$ cat src/rtl/tanh4_share_arbiter.sv
// tanh4_share_arbiter
//   Shares one 4-bit approximate tanh core between NUM_REQ requesters.
//   Round-robin grant into a two-stage pipeline: S1 holds the granted
//   operand and its ID, S2 holds the core result and ID and drives rsp_*.
//
// Ports
//   clk, rst_n   clock (rising edge), asynchronous active-low reset
//   req_valid    per-requester operand valid
//   req_data     per-requester 4-bit operand, requester i in [4i+3:4i]
//   req_ready    one-hot (or zero) accept, combinational
//   rsp_valid    result valid (S2 occupied)
//   rsp_data     tanh approximation of the operand
//   rsp_id       requester that issued the result
//   rsp_ready    consumer accepts the result
//   busy         either pipeline stage holds data
module tanh4_share_arbiter #(
    parameter int NUM_REQ = 4,
    parameter int ID_W    = 2
) (
    input  logic                   clk,
    input  logic                   rst_n,
    input  logic [NUM_REQ-1:0]     req_valid,
    input  logic [4*NUM_REQ-1:0]   req_data,
    output logic [NUM_REQ-1:0]     req_ready,
    output logic                   rsp_valid,
    output logic [3:0]             rsp_data,
    output logic [ID_W-1:0]        rsp_id,
    input  logic                   rsp_ready,
    output logic                   busy
);

    // Bit-exact approximate tanh on a 4-bit operand.
    function automatic logic [3:0] tanh4(input logic [3:0] x);
        logic [3:0] y;
        y[0] = x[0];
        y[1] = x[0];
        y[2] = x[1] & ((x[0] ^ x[1]) | x[2]);
        y[3] = x[1] ^ ~((x[0] ^ x[1]) | x[3]);
        return y;
    endfunction

    logic [ID_W-1:0] ptr;
    logic            s1_valid;
    logic [3:0]      s1_data;
    logic [ID_W-1:0] s1_id;

    logic            s2_adv;
    logic            s1_adv;
    logic            grant_any;
    logic [ID_W-1:0] grant_id;
    logic [3:0]      grant_data;
    logic [ID_W:0]   idx;
    logic            take;
    logic [ID_W-1:0] ptr_next;

    assign s2_adv = !rsp_valid | rsp_ready;
    assign s1_adv = !s1_valid | s2_adv;
    assign take   = s1_adv & grant_any;
    assign busy   = s1_valid | rsp_valid;

    // Scan from ptr upward with wrap; idx carries one extra bit so the
    // modulo works for non-power-of-two NUM_REQ.
    always_comb begin
        grant_any = 1'b0;
        grant_id  = '0;
        idx       = '0;
        for (int k = 0; k < NUM_REQ; k++) begin
            idx = {1'b0, ptr} + (ID_W+1)'(k);
            if (idx >= (ID_W+1)'(NUM_REQ))
                idx = idx - (ID_W+1)'(NUM_REQ);
            if (!grant_any && req_valid[idx[ID_W-1:0]]) begin
                grant_any = 1'b1;
                grant_id  = idx[ID_W-1:0];
            end
        end
    end

    always_comb begin
        grant_data = '0;
        req_ready  = '0;
        for (int i = 0; i < NUM_REQ; i++) begin
            if (grant_id == ID_W'(i)) begin
                grant_data   = req_data[4*i +: 4];
                req_ready[i] = take;
            end
        end
    end

    assign ptr_next = (grant_id == ID_W'(NUM_REQ-1)) ? '0 : grant_id + ID_W'(1);

    always_ff @(posedge clk or negedge rst_n) begin
        if (!rst_n) begin
            ptr       <= '0;
            s1_valid  <= 1'b0;
            s1_data   <= '0;
            s1_id     <= '0;
            rsp_valid <= 1'b0;
            rsp_data  <= '0;
            rsp_id    <= '0;
        end else begin
            if (s2_adv) begin
                rsp_valid <= s1_valid;
                // Only load payload from a live S1 so idle outputs stay quiet.
                if (s1_valid) begin
                    rsp_data <= tanh4(s1_data);
                    rsp_id   <= s1_id;
                end
            end
            if (s1_adv) begin
                s1_valid <= take;
                if (take) begin
                    s1_data <= grant_data;
                    s1_id   <= grant_id;
                    ptr     <= ptr_next;
                end
            end
        end
    end

endmodule

$ cat config.mk
export PLATFORM = sky130hd
export DESIGN_NAME = tanh4_share_arbiter
export DESIGN_NICKNAME = d
export VERILOG_FILES = /design/src/rtl/tanh4_share_arbiter.sv
export SDC_FILE = /design/constraint.sdc
export NUM_CORES = 1
export LEC_CHECK = 0
export CORE_AREA = 2 2 65 67
export CTS_BUF_LIST = sky130_fd_sc_hd__clkbuf_16
export DETAILED_ROUTE_END_ITERATION = 10
export DIE_AREA = 0 0 67 69
export HOLD_SLACK_MARGIN = 0.08
export SLEW_MARGIN = 10
export SYNTH_ARGS = -nofsm -noshare
export SYNTH_HDL_FRONTEND = slang
export SYNTH_SLANG_ARGS = --single-unit
$ cat constraint.sdc
create_clock -name clk -period 2.6 [get_ports clk]
set_clock_uncertainty 0.15 [all_clocks]
set_input_delay 0.39 -clock clk [delete_from_list [all_inputs] [get_ports clk]]
set_output_delay 0.39 -clock clk [all_outputs]
set_load 0.02 [all_outputs]
==> results.json <==
{
  "crit_fanout": 3,
  "drt_iter0_drc": 27,
  "ys_seq_area_share_pct": 39.6,
  "fin_crit_sh_pct": 98.2,
  "synth_cell_type_count": 31,
  "cts_tree": "done",
  "layout.cells.non_filler": 199,
  "ios": 35,
  "peakVddDrop_uv": 222,
  "grt.total_usage_pct": 10.6,
  "drc": 0,
  "cts_num_sinks": 15,
  "die_w_um": 67,
  "critPathRequiredTime_ns": 2.06,
  "grt_pass1_wl_mm": 3.86,
  "synth_ff_type": "dfrtp_1",
  "via_per_inst": 4.55,
  "clk_latency_ns": 0.25,
  "p_leak_uw": 0.000669,
  "nets": 177,
  "totalWireLength_mm": 2.36,
  "finalSetupViolations": 0,
  "synth_common_cells": "dfrtp_1 (15), a21oi_1 (10), nand2_1 (8)",
  "path_clk_slew_ns": 0.05,
  "dr.pass1.iters": 4,
  "crit_family": "simple AND/OR/NAND/NOR gates",
  "hold_slack_ns": 0.351,
  "drive_above_1_share_pct": 24.2,
  "cts_root_buffer": "clkbuf_16",
  "grt_pass1_vias": 909,
  "crit_type": "in2out",
  "postCtsHoldBufs": 0,
  "slowest_delay_ns": 0.55,
  "die_area_sq_mm": 0.00462,
  "ys_ff_latch": 15,
  "synth_top_area_share_pct": 39.6,
  "total_power_uw": 1320,
  "core_sq_mm": 0.00391,
  "final_core_util_pct": 38.8,
  "stdcell_area_sq_mm": 0.00152,
  "cp-end-kind": "output pin",
  "io_buffers": 34,
  "post_drt_wl_per_cell_um": 11.9,
  "synthArstFlopShare_pct": 100,
  "placed_cells": 194,
  "cts_buffers": 3,
  "antenna_left": 0,
  "path_cells": "clkdlybuf4s50_1 -> or4_4 -> and4_4 -> ha_2 -> and3_1 -> buf_4",
  "synth.top_cells.by_area": "dfrtp_1 (40%), a21oi_1 (5.3%), ha_1 (5.3%)",
  "cp-start-kind": "primary input",
  "arrival_ns": 2.01,
  "syn_area_sq_um": 947,
  "critPathBufInv": 2,
  "dpl_cell_area_sq_mm": 0.00142,
  "powerDensity_mw_per_mm2": 866,
  "synth_largest_area_cell": "dfrtp_1",
  "routabilityCongestion": 0.771,
  "row_count": 23,
  "ctsLongestPathBuffers": 2,
  "area_growth_pct": 60.5,
  "hold_viol": 0,
  "floorplan.initialDensity_pct": 24.2,
  "status": "completed",
  "fmax_mhz": 391,
  "critical-path-slowest-cell": "or4_4",
  "fin_crit_ns": 2.55,
  "antenna_found_initial": 0,
  "grt-ovfl-total": 0,
  "yosysMostFrequentCell": "dfrtp_1",
  "synth_enable_flop_cells": 0,
  "cap_violations": 0,
  "vias": 905,
  "slew_headroom_pct": 56.3,
  "grt_setup_unrepaired": "yes",
  "dp_hpwl_mm": 1.96,
  "htree_num_levels": 1,
  "yosys_warnings": 0,
  "hp-class": "reg2reg",
  "die_h_um": 69,
  "num_antenna_cells": 0,
  "worstMarginPinSlew_ns": 0.654,
  "avgSynthCellArea_sq_um": 9.29,
  "netlist_instances": 102,
  "slew_violations": 0,
  "grt_max_degree": 16,
  "synth_nets": 129
}
[per-layer routing]
layer	global-route usage, %	vias to the layer above	part of all wire (%)
met2	18.3	24	52
met1	12.7	416	41
met4	4.08	0	1.6
met5	0	-	0
met3	2.12	3	5.2
li1	-	462	-
[power breakdown]
part | internal [uW] | leakage (uW) | switching, uW
sequential | 321 | 0.000173 | 65.6
combinational | 348 | 0.000455 | 287
clock | 205 | 0.0000409 | 90.1
total | 874 | 0.000669 | 443
[kinds of logic after synthesis]
group / Yosys count / synth area share [%]
adder cells (fa/ha/maj): 4 / 5.28
flip-flops: 15 / 39.6
multiplexers: 6 / 6.87
AND/OR/NAND/NOR: 34 / 21.0
AO/OA/AOI/OAI: 29 / 20.3
buffers and inverters: 14 / 6.87
[cell usage in the layout, fill, tap and decap left out]
cell type	netlist	routed
clkdlybuf4s50_1	0	30
a31oi_1	5	5
ha_2	0	3
a41o_1	1	1
dfrtp_1	15	15
nand3_1	2	2
nand2b_1	5	5
nor2_1	2	2
nand2_1	8	8
clkinv_2	0	1
o21bai_1	1	1
or4_4	0	1
and3_4	0	1
a21boi_0	3	3
and3_1	5	4
clkbuf_16	0	3
a31o_1	1	1
nand3b_1	6	6
a221o_1	4	4
and2_4	1	1
and4_4	0	1
a21oi_1	10	10
o21ai_0	3	3
buf_4	1	20
or2_2	1	1
mux2_2	4	4
a21o_1	1	1
nand4_1	1	1
and2_1	1	1
ha_1	4	1
inv_1	7	7
mux2i_1	2	2
[repair_timing]
item,4_1_cts,5_1_grt
hold endpoints to repair,0,0
endpoints found under the setup margin,8,4
resized for setup,19,7
pin swaps,4,3
setup buffers,1,0
[area by class of cell]
cell class,instances,area [sq um]
fill,402,2390
multi-input combinational,73,526
inverter,7,26.3
clock inverter,1,5.00
sequential,15,375
tap,50,62.6
timing repair buffer,50,450
clock buffer,3,75.1
[flip-flops by register name, summed over array words and instances, names as in the netlist]
register	cells
s1_data	4
rsp_valid	1
rsp_id	2
rsp_data	3
s1_valid	1
s1_id	2
ptr	2
[per-stage QoR]
step                      setup slack (ns)  TNS (ns)
after detailed placement            -0.491     -2.89
after floorplan                     0.0384         0
after global routing               -0.0471   -0.0755
after CTS                           0.0116         0
final                               0.0457         0
after global placement              -0.466     -2.63
[final timing paths]
path | depth (start not counted) | start | to | slack, ns
setup / recovery | 6 | req_valid[2] | req_ready[1] | 0.05
hold / removal | 1 | rsp_id[1]$_DFFE_PN0P_ | rsp_id[1]$_DFFE_PN0P_ | 0.35
setup reg to reg | 8 | ptr[1]$_DFFE_PN0P_ | s1_data[3]$_DFFE_PN0P_ | 0.41
hold reg to reg | 1 | rsp_id[1]$_DFFE_PN0P_ | rsp_id[1]$_DFFE_PN0P_ | 0.35
max in group asynchronous | 1 | rst_n | s1_id[0]$_DFFE_PN0P_ | 1.48
min in group asynchronous | 1 | rst_n | rsp_id[1]$_DFFE_PN0P_ | 0.40
Power figures use the tool's default switching activity.
